**src/rtl/ras_driver_pkg.sv**
```systemverilog
// ras_driver_pkg: shared types and MIPS opcode constants for the RAS driver.
package ras_driver_pkg;
    typedef logic [31:0] addr_t;
    typedef enum logic [1:0] {CTI_NONE, CTI_CALL, CTI_RET, CTI_CALLR} cti_kind_e;
    localparam logic [1:0] IDLE = 2'd0, WAIT_DS = 2'd1, REDIR = 2'd2;
    localparam logic [5:0] OP_SPECIAL = 6'b000000, OP_JAL = 6'b000011;
    localparam logic [5:0] FN_JR = 6'b001000, FN_JALR = 6'b001001;
endpackage

```
**src/rtl/ras_driver_if.sv**
```systemverilog
// ras_driver_if: fetch bundle, RAS and redirect signals of the RAS driver.
interface ras_driver_if;
    import ras_driver_pkg::*;
    logic flush, in_valid, in_ready, in_valid1;
    addr_t in_pc;
    logic [31:0] in_instr0, in_instr1;
    logic ras_push, ras_pop;
    addr_t ras_ret_pc_push, ras_ret_pc_pop;
    logic redir_valid, redir_ready;
    addr_t redir_pc;
    modport slave (
        input flush, in_valid, in_pc, in_instr0, in_instr1, in_valid1, ras_ret_pc_pop, redir_ready,
        output in_ready, ras_push, ras_pop, ras_ret_pc_push, redir_valid, redir_pc
    );
    modport master (
        output flush, in_valid, in_pc, in_instr0, in_instr1, in_valid1, ras_ret_pc_pop, redir_ready,
        input in_ready, ras_push, ras_pop, ras_ret_pc_push, redir_valid, redir_pc
    );
endinterface

```
**src/rtl/ras_driver_cti_predecode.sv**
```systemverilog
// ras_driver_cti_predecode: classifies one instruction as call/return and computes the jal target.
// RAS_DRIVER_JALR_PUSH_EN enables decoding jalr rd==RA_REG as a push-only call.
module ras_driver_cti_predecode import ras_driver_pkg::*; #(
    parameter logic [4:0] RA_REG = 5'd31
) (
    input  addr_t       pc,
    input  logic [31:0] instr,
    output cti_kind_e   kind,
    output addr_t       target
);
`ifdef RAS_DRIVER_JALR_PUSH_EN
    localparam logic JALR_EN = 1'b1;
`else
    localparam logic JALR_EN = 1'b0;
`endif
    logic [3:0] seg;
    logic is_jal, is_jr, is_jalr, special;
    always_comb begin
        seg = 4'((pc + 32'd4) >> 28);
        target = {seg, instr[25:0], 2'b00};
        special = instr[31:26] == OP_SPECIAL && instr[10:6] == 5'd0 && instr[20:16] == 5'd0;
        is_jal = instr[31:26] == OP_JAL;
        is_jr = special && instr[5:0] == FN_JR && instr[25:21] == RA_REG && instr[15:11] == 5'd0;
        is_jalr = special && instr[5:0] == FN_JALR && instr[15:11] == RA_REG;
        kind = is_jal ? CTI_CALL : is_jr ? CTI_RET : (JALR_EN && is_jalr) ? CTI_CALLR : CTI_NONE;
    end
endmodule

```
**src/rtl/ras_driver.sv**
```systemverilog
// ras_driver: predecodes fetch bundles, drives RAS push/pop and redirects fetch after the delay slot.
// RAS_DRIVER_JALR_PUSH_EN (see predecode) adds push-only jalr calls.
module ras_driver import ras_driver_pkg::*; #(
    parameter logic [4:0] RA_REG = 5'd31
) (
    input logic          clk,
    input logic          resetn,
    ras_driver_if.slave  bus
);
    logic [1:0] state_q, state_d;
    addr_t target_q, target_d;
    addr_t pc1, tgt0, tgt1, sel_pc, sel_tgt;
    cti_kind_e kind0, kind1, sel_kind;
    logic in_ready, accept, decode, cti0, cti1, redirect;
    assign pc1 = bus.in_pc + 32'd4;
    ras_driver_cti_predecode #(.RA_REG(RA_REG)) u_pd0 (
        .pc(bus.in_pc), .instr(bus.in_instr0), .kind(kind0), .target(tgt0)
    );
    ras_driver_cti_predecode #(.RA_REG(RA_REG)) u_pd1 (
        .pc(pc1), .instr(bus.in_instr1), .kind(kind1), .target(tgt1)
    );
    always_comb begin
        in_ready = state_q != REDIR;
        accept = bus.in_valid && in_ready && !bus.flush;
        decode = accept && state_q == IDLE;
        cti0 = kind0 != CTI_NONE;
        cti1 = bus.in_valid1 && kind1 != CTI_NONE;
        // the first CTI wins; anything after it is its delay slot
        sel_kind = cti0 ? kind0 : cti1 ? kind1 : CTI_NONE;
        sel_pc = cti0 ? bus.in_pc : pc1;
        sel_tgt = sel_kind == CTI_RET ? bus.ras_ret_pc_pop : cti0 ? tgt0 : tgt1;
        redirect = decode && (sel_kind == CTI_CALL || sel_kind == CTI_RET);
        target_d = redirect ? sel_tgt : target_q;
        state_d = bus.flush ? IDLE
                : redirect ? (cti0 && bus.in_valid1 ? REDIR : WAIT_DS)
                : (state_q == WAIT_DS && accept) ? REDIR
                : (state_q == REDIR && bus.redir_ready) ? IDLE
                : state_q;
        bus.in_ready = in_ready;
        bus.ras_push = decode && (sel_kind == CTI_CALL || sel_kind == CTI_CALLR);
        bus.ras_pop = decode && sel_kind == CTI_RET;
        bus.ras_ret_pc_push = sel_pc + 32'd8;
        bus.redir_valid = state_q == REDIR;
        bus.redir_pc = target_q;
    end
    always_ff @(posedge clk) begin
        if (!resetn) begin
            state_q <= IDLE;
            target_q <= '0;
        end else begin
            state_q <= state_d;
            target_q <= target_d;
        end
    end
endmodule

```
**src/flat_wrapper.sv**
```systemverilog
// flat-port wrapper written by rule: the top's interface ports become plain ports
module ras_driver_flat import ras_driver_pkg::*;
#(
    parameter logic [4:0] RA_REG = 5'd31
)
  (clk, resetn, bus_flush, bus_in_valid, bus_in_pc, bus_in_instr0, bus_in_instr1, bus_in_valid1, bus_ras_ret_pc_pop, bus_redir_ready, bus_in_ready, bus_ras_push, bus_ras_pop, bus_ras_ret_pc_push, bus_redir_valid, bus_redir_pc);
  ras_driver_if bus_i ();
  input logic clk;
  input logic resetn;
  input wire logic [$bits(bus_i.flush)-1:0] bus_flush;
  input wire logic [$bits(bus_i.in_valid)-1:0] bus_in_valid;
  input wire logic [$bits(bus_i.in_pc)-1:0] bus_in_pc;
  input wire logic [$bits(bus_i.in_instr0)-1:0] bus_in_instr0;
  input wire logic [$bits(bus_i.in_instr1)-1:0] bus_in_instr1;
  input wire logic [$bits(bus_i.in_valid1)-1:0] bus_in_valid1;
  input wire logic [$bits(bus_i.ras_ret_pc_pop)-1:0] bus_ras_ret_pc_pop;
  input wire logic [$bits(bus_i.redir_ready)-1:0] bus_redir_ready;
  output wire logic [$bits(bus_i.in_ready)-1:0] bus_in_ready;
  output wire logic [$bits(bus_i.ras_push)-1:0] bus_ras_push;
  output wire logic [$bits(bus_i.ras_pop)-1:0] bus_ras_pop;
  output wire logic [$bits(bus_i.ras_ret_pc_push)-1:0] bus_ras_ret_pc_push;
  output wire logic [$bits(bus_i.redir_valid)-1:0] bus_redir_valid;
  output wire logic [$bits(bus_i.redir_pc)-1:0] bus_redir_pc;
  assign bus_i.flush = bus_flush;
  assign bus_i.in_valid = bus_in_valid;
  assign bus_i.in_pc = bus_in_pc;
  assign bus_i.in_instr0 = bus_in_instr0;
  assign bus_i.in_instr1 = bus_in_instr1;
  assign bus_i.in_valid1 = bus_in_valid1;
  assign bus_i.ras_ret_pc_pop = bus_ras_ret_pc_pop;
  assign bus_i.redir_ready = bus_redir_ready;
  assign bus_in_ready = bus_i.in_ready;
  assign bus_ras_push = bus_i.ras_push;
  assign bus_ras_pop = bus_i.ras_pop;
  assign bus_ras_ret_pc_push = bus_i.ras_ret_pc_push;
  assign bus_redir_valid = bus_i.redir_valid;
  assign bus_redir_pc = bus_i.redir_pc;
  ras_driver #(.RA_REG(RA_REG)) u_core (.clk(clk), .resetn(resetn), .bus(bus_i));
endmodule
```
**config.mk**
```make
export PLATFORM = sky130hd
export DESIGN_NAME = ras_driver_flat
export DESIGN_NICKNAME = d
export VERILOG_FILES = /design/src/rtl/ras_driver_pkg.sv /design/src/rtl/ras_driver_if.sv /design/src/rtl/ras_driver_cti_predecode.sv /design/src/rtl/ras_driver.sv /design/src/flat_wrapper.sv
export SDC_FILE = /design/constraint.sdc
export NUM_CORES = 1
export LEC_CHECK = 0
export ABC_CLOCK_PERIOD_IN_PS = 4100
export BUFFER_PORTS_ARGS = -buffer_cell sky130_fd_sc_hd__buf_2
export CAP_MARGIN = 25
export CORE_AREA = 3 3 99 101
export CTS_CLUSTER_DIAMETER = 120
export CTS_CLUSTER_SIZE = 24
export DETAILED_ROUTE_END_ITERATION = 7
export DIE_AREA = 0 0 102 104
export GPL_TIMING_DRIVEN = 0
export PLACE_DENSITY_LB_ADDON = 0.25
export SLEW_MARGIN = 20
export SYNTH_ARGS = -nofsm -noshare
export SYNTH_HDL_FRONTEND = slang
export SYNTH_SLANG_ARGS = --single-unit
```
**constraint.sdc**
```tcl
create_clock -name clk -period 4.1 [get_ports clk]
set_clock_uncertainty 0.05 [all_clocks]
set_input_delay 0.41 -clock clk [delete_from_list [all_inputs] [get_ports clk]]
set_output_delay 0.41 -clock clk [all_outputs]
set_load 0.1 [all_outputs]
```
# ---- Word-level counts from Yosys, hierarchy flattened
# Cells that the tools add are included.
dict set report classes {
  n_addsub 3
  reduce_logical 36
  mux 13
  bitwise_logic 1
  eq_ne 12
}
# cell n
set ops {}
lappend ops {{32-bit 2-to-1 mux} 3}
lappend ops {{32-bit by 3-bit adder with 32-bit output (second input constant)} 2}
lappend ops {{32-bit by 4-bit adder with 32-bit output (second input constant)} 1}
lappend ops {{5-bit logical NOT} 6}
lappend ops {{1-bit logical AND} 20}
lappend ops {{2-bit 2-to-1 mux} 10}
lappend ops {{6-bit by 2-bit equality test with 1-bit output (second input constant)} 2}
lappend ops {{6-bit by 4-bit equality test with 1-bit output (second input constant)} 2}
lappend ops {{6-bit logical NOT} 2}
lappend ops {{5-bit equality test (second input constant)} 2}
lappend ops {{2-bit equality test (second input constant)} 3}
lappend ops {{2-bit by 1-bit equality test with 1-bit output (second input constant)} 2}
lappend ops {{2-bit nonzero test} 2}
lappend ops {{3-bit nonzero test} 1}
lappend ops {{2-bit logical NOT} 1}
lappend ops {{1-bit logical OR} 2}
lappend ops {{2-bit inequality test (second input constant)} 1}
lappend ops {{2-bit OR reduction} 1}
lappend ops {{1-bit logical NOT} 1}
lappend ops {{1-bit inverter} 1}
dict set report totals {
  elab_cells 67
  regBits 34
}

# ---- Longest topological paths before layout
dict set report logic_depth {
  ltp_word 16
  mapped_depth 12
}

# ---- Hierarchy
# From an unflattened synthesis, not the netlist that was laid out.
dict set report hier_totals {
  cells_unflattened 701
  hier_area_um2 4623.2
}
# module seq_area_each_um2 instances cells_per_inst area_per_inst_um2
set by_module_without_submodules {}
lappend by_module_without_submodules {ras_driver 680.7 1 581 3737.3}
lappend by_module_without_submodules {ras_driver_cti_predecode 0.0 2 60 442.9}

# ---- Least setup slack after synthesis
# Ideal clock, no wire load.
dict set report synth_timing {
  path_type {input to output}
  start {in bus_in_instr0[12]}
  end {out bus_ras_ret_pc_push[21]}
  setup_slack_ns -0.612
  path_buffers 3
  required_ns 3.640
  cell_stages 12
  arrival_time_ns 4.252
  path_cell_list {nor4_1 -> nand4_4 -> o21ai_4 -> buf_6 -> buf_2 -> buf_1 -> o21ai_0 -> ha_1 -> o21a_1 -> nand4_1 -> nor2_1 -> xnor2_1}
}
dict set report synth_via {
  elab_chain_cells 7
}
# element line_no
set synth_rtl {}
lappend synth_rtl {{from (decl)} flat_wrapper.sv:13} ;# input wire logic [$bits(bus_i.in_instr0)-1:0] bus_in_instr0;
lappend synth_rtl {{5-bit logical NOT} ras_driver_cti_predecode.sv:23} ;# is_jr = special && instr[5:0] == FN_JR && instr[25:21] == RA_REG && instr[15:11] == 5'd0;
lappend synth_rtl {{1-bit logical AND} ras_driver_cti_predecode.sv:23}
lappend synth_rtl {{2-bit 2-to-1 mux (2 in a row)} ras_driver_cti_predecode.sv:25} ;# kind = is_jal ? CTI_CALL : is_jr ? CTI_RET : (JALR_EN && is_jalr) ? CTI_CALLR : CTI_NONE;
lappend synth_rtl {{2-bit nonzero test} ras_driver.sv:26} ;# cti0 = kind0 != CTI_NONE;
lappend synth_rtl {{32-bit 2-to-1 mux} ras_driver.sv:30} ;# sel_pc = cti0 ? bus.in_pc : pc1;
lappend synth_rtl {{32-bit by 4-bit adder with 32-bit output} ras_driver.sv:42} ;# bus.ras_ret_pc_push = sel_pc + 32'd8;
lappend synth_rtl {{to (decl)} flat_wrapper.sv:21} ;# output wire logic [$bits(bus_i.ras_ret_pc_push)-1:0] bus_ras_ret_pc_push;
# No other way between the ends.

# ---- Worst setup path in the final report
dict set report layout_timing {
  start {in bus_in_instr0[29]}
  end {out bus_ras_ret_pc_push[25]}
}
dict set report layout_via {
  elab_chain_cells 11
  elab_cells_between_ends 12
}
# element line_no
set layout_rtl {}
lappend layout_rtl {{6-bit logical NOT} ras_driver_cti_predecode.sv:21} ;# special = instr[31:26] == OP_SPECIAL && instr[10:6] == 5'd0 && instr[20:16] == 5'd0;
lappend layout_rtl {{1-bit logical AND (2 in a row)} ras_driver_cti_predecode.sv:21}
lappend layout_rtl {{1-bit logical AND (3 in a row)} ras_driver_cti_predecode.sv:23}
lappend layout_rtl {{2-bit 2-to-1 mux} ras_driver_cti_predecode.sv:25}
lappend layout_rtl {{2-bit 2-to-1 mux *} ras_driver_cti_predecode.sv:25}
lappend layout_rtl {{2-bit nonzero test *} ras_driver.sv:26}
lappend layout_rtl {{32-bit 2-to-1 mux *} ras_driver.sv:30}
lappend layout_rtl {{32-bit by 4-bit adder with 32-bit output *} ras_driver.sv:42}
# Mark *: on every way between the ends. The rest lies on a longest branch, timed or not.

==> impl_results.md <==
- Register area: ~680 µm²
- Rel. slew slack: roughly half
- Pwr dens: around 200 mW/mm²
- Via density: around 5.9
- Clock Tree Root: clkbuf_8
- Synth Cell Area: between 0.004 and 0.005 mm²
- Simple-gate area share of the yosys netlist: about two fifths
- Main synth FF type: dfxtp_1
- Clk_lat worst skew: between 0.2 and 0.3 ns
- Yosys top cell area share: 15.9%
- Syn. warnings: 0
- H-tree depth: 2
- CP max stage delay: 0.50 ns
- Post-route ant nets: 0
- Post-synthesis adder-cell area fraction: between 1 and 1.5%
- Fin crit share: 95.4%
- Die height: approximately 100 µm
- Cell leakage power: around 2.4 nW
- Grt total ovfl: 0
- Critical-path top delay cell: or4_1
- Clk slew on worst S/H paths: roughly 0.070 ns
- Compound-cell area share of the yosys netlist: 21.9%
- Max_cap viols: 0
- Run status: finished, final reports clean
- Hpwl dp: 13.6 mm
- Area Overhead vs Synth: 36.5%
- Setup TNS: 0 ns
- Wire length of the first global-routing pass: between 20 and 30 mm
- CP Data Required Time: between 3 and 4 ns
- Global placer's final weighted congestion: ~0.99
- NumNets Final: roughly 970
- Top sig layer: met4
- Die width: roughly 100 µm
- Seq/Total Area, Yosys: between 15 and 20%
- Global Route Usage Sum: around 30%
- Register bit total from synthesis: 34
- Vias in the first global route: around 5000
- Synth cell types: 69
- CP Launch Type: primary input
- Asr flop ratio synth: 0%
- Worst r2r path cells: 7
- Mapped Cells: about 630
- I/O pin count: between 200 and 250
- Core area: 0.00911 mm²
- Initial antenna violation count: 1
- Non-filler instance count after layout: roughly 950
- Post-synth EDFFs: 0
- Share of cells above drive strength 1: 34.1%
- Total CTS buffers: 5
- Routed len/inst: between 15 and 20 µm
- Worst hold path depth: 3
- DR WL met2: between 7 and 8 mm
- Tot Pwr: ~1.1 mW
- Die area: around 0.011 mm²
- RSZ-0062 raised after global routing: no
- Met1 wire length: ~7.1 mm
- Synth Area per Inst: 6.80 µm²
- Final Hold Fails: 0
- Multi-input logic area: between 0.003 and 0.004 mm²
- Placed cell count: between 900 and 1000
- Least-Margin Pin Slew: ~0.73 ns
- Via count: between 5000 and 6000
- Largest net degree at the start of global routing: 12
- Setup Crit Path Kind: in2out
- Cell Rows: 35
- Max-slew violations: 0
- Worst Setup End Kind: output port
- Clock buffer depth: 2
- Initial drt markers: 510
- FILL cells: between 800 and 900
- Main area contributors after synthesis: dfxtp_1 16%, nand2_1 9.7%, xnor2_1 8.6%
- Hold crit path type: in2reg
- Syn Nets: 767
- Initial Utilization: 46.9%
- Routed wl met3: roughly 1.7 mm
- Final setup fails: 0
- DRT Wirelength: between 15 and 20 mm
- Crit path DAT: between 3 and 4 ns
- Worst-path maximum fanout: 10
- Crit-path most repeated cell: buf_6
- WHS: 0.343 ns
- Port buffer count: ~190
- Largest family of logic cells by synthesized area: simple AND/OR/NAND/NOR gates
- Fraction of synthesized area in multiplexers: less than 1%
- DR pass1 iterations: 7
- Tmin final: a little under 4 ns
- Fmax: between 200 and 300 MHz
- CTS sink count: 34
- # hold bufs at CTS: 0
- Worst vdd ir: 0.000165 V
- Crit path cell chain: buf_2, nor4_4, nand4_4, o21ai_4, buf_6, buf_6, nand2_1, o21ai_2, ha_2, o21a_1, nand4_1, buf_4, or4_1, o211ai_1, buf_6
- N_diodes: 0
- Synth area leader: dfxtp_1
- CTS tree: built
- Synth Area in XOR/XNOR: roughly 11%
- Residual DRC: 0
[cell usage after synthesis, drive strengths merged, types with 2 or more instances]
master	instances
nor3b	2
and3	8
nand2b	8
or3	6
nand4	20
a41oi	2
nor2b	4
a21o	2
nor2	33
a21boi	7
o21a	3
ha	4
buf	17
xor2	14
nand3b	2
dfxtp	34
o21ai	39
clkbuf	29
a31oi	5
o211ai	8
nand3	28
nor3	16
nor4b	5
and2	33
inv	9
a21oi	66
a22oi	3
xnor2	42
or2	2
a211oi	2
o31ai	2
nand2	111
and4	5
or4	8
o2111ai	4
o22ai	2
mux2i	4
nand4b	6
nor4	22
[layout make-up]
cell class,instances,area share (%)
Multi-Input combinational cell,539,60.1
Timing Repair Buffer,200,18.2
Sequential cell,34,11.7
Buffer,46,5.15
Tap cell,111,2.38
Clock buffer,6,1.24
Clock inverter,2,0.643
Inverter,9,0.579
[critical path, delay by kind of cell]
family,cells,cell delay (ns)
adders and majority gates,1,0.23
buffers and inverters,5,0.85
AOI/OAI and AO/OA,4,0.63
and+or+nand+nor,5,1.34
[repair_timing]
action | CTS | global route
setup endpoints to repair | 18 | 16
pin swaps | 6 | 3
setup buffers | 7 | 4
resized for setup | 18 | 14
[metal layers]
layer  up-vias  GRT usage [%]
met4         0           6.65
li1       2658              -
met2       314           46.8
met5         -              0
met3        28           4.83
met1      2548           42.9
[cells by family (layout without fill, tap and decap cells)]
group                      Yosys count  count (layout)
DFF                                 34              34
and+or+nand+nor                    321             321
buffers and inverters               56             263
AOI/OAI and AO/OA                  154             154
xor gates and xnor gates            56              56
adders and majority gates            4               4
muxes                                4               4
[path summary, 6_finish.rpt]
kind | start | endpoint | slack [ns]
max | bus_in_instr0[29] | bus_ras_ret_pc_push[25] | 0.19
min | bus_flush | u_core.state_q[1] | 0.34
max reg2reg | u_core.state_q[0] | u_core.bus.redir_pc[7] | 2.00
min reg2reg | u_core.bus.redir_pc[0] | u_core.bus.redir_pc[0] | 0.42
[placed cells by master (no fill, tap or decap), types with 6 or more instances in the layout]
cell        n
a21oi_1    65
xor2_1     11
buf_2     182
buf_4      21
dfxtp_1    34
buf_6       9
and3_1      8
o21ai_0    36
and2_1     31
a21boi_0    6
clkbuf_1   23
clkbuf_8   10
nor2_1     32
nor3_1     14
nand2_1   110
xnor2_1    32
nand2b_1    8
nor4_1     12
or3_1       6
nand4b_1    6
or4_1       6
nand4_1    17
xnor2_2    10
nand3_1    25
o211ai_1    8
inv_1       9
[flip-flops by register name, summed over array words and instances, names as in the netlist]
signal               flops
u_core.bus.redir_pc     32
u_core.state_q           2
[power by group]
group / internal (mW) / switching [mW] / leakage (nW) / total (mW)
registers: 0.331 / 0.000648 / 0.274 / 0.332
clock network: 0.182 / 0.135 / 0.0514 / 0.317
logic: 0.146 / 0.344 / 2.12 / 0.490
[per-stage QoR]
stage / cell area, µm² / utilization (%) / worst slack, ns
final: 5830 / 64.1 / 0.191
after CTS: 5760 / 63.3 / 0.00240
after detailed placement: 5540 / 60.8 / -0.666
after floorplan: 4450 / - / -0.0731
after global routing: 5830 / 64.1 / 0.00564
after global placement: 5540 / 60.8 / -0.625
Power figures use the tool's default switching activity.
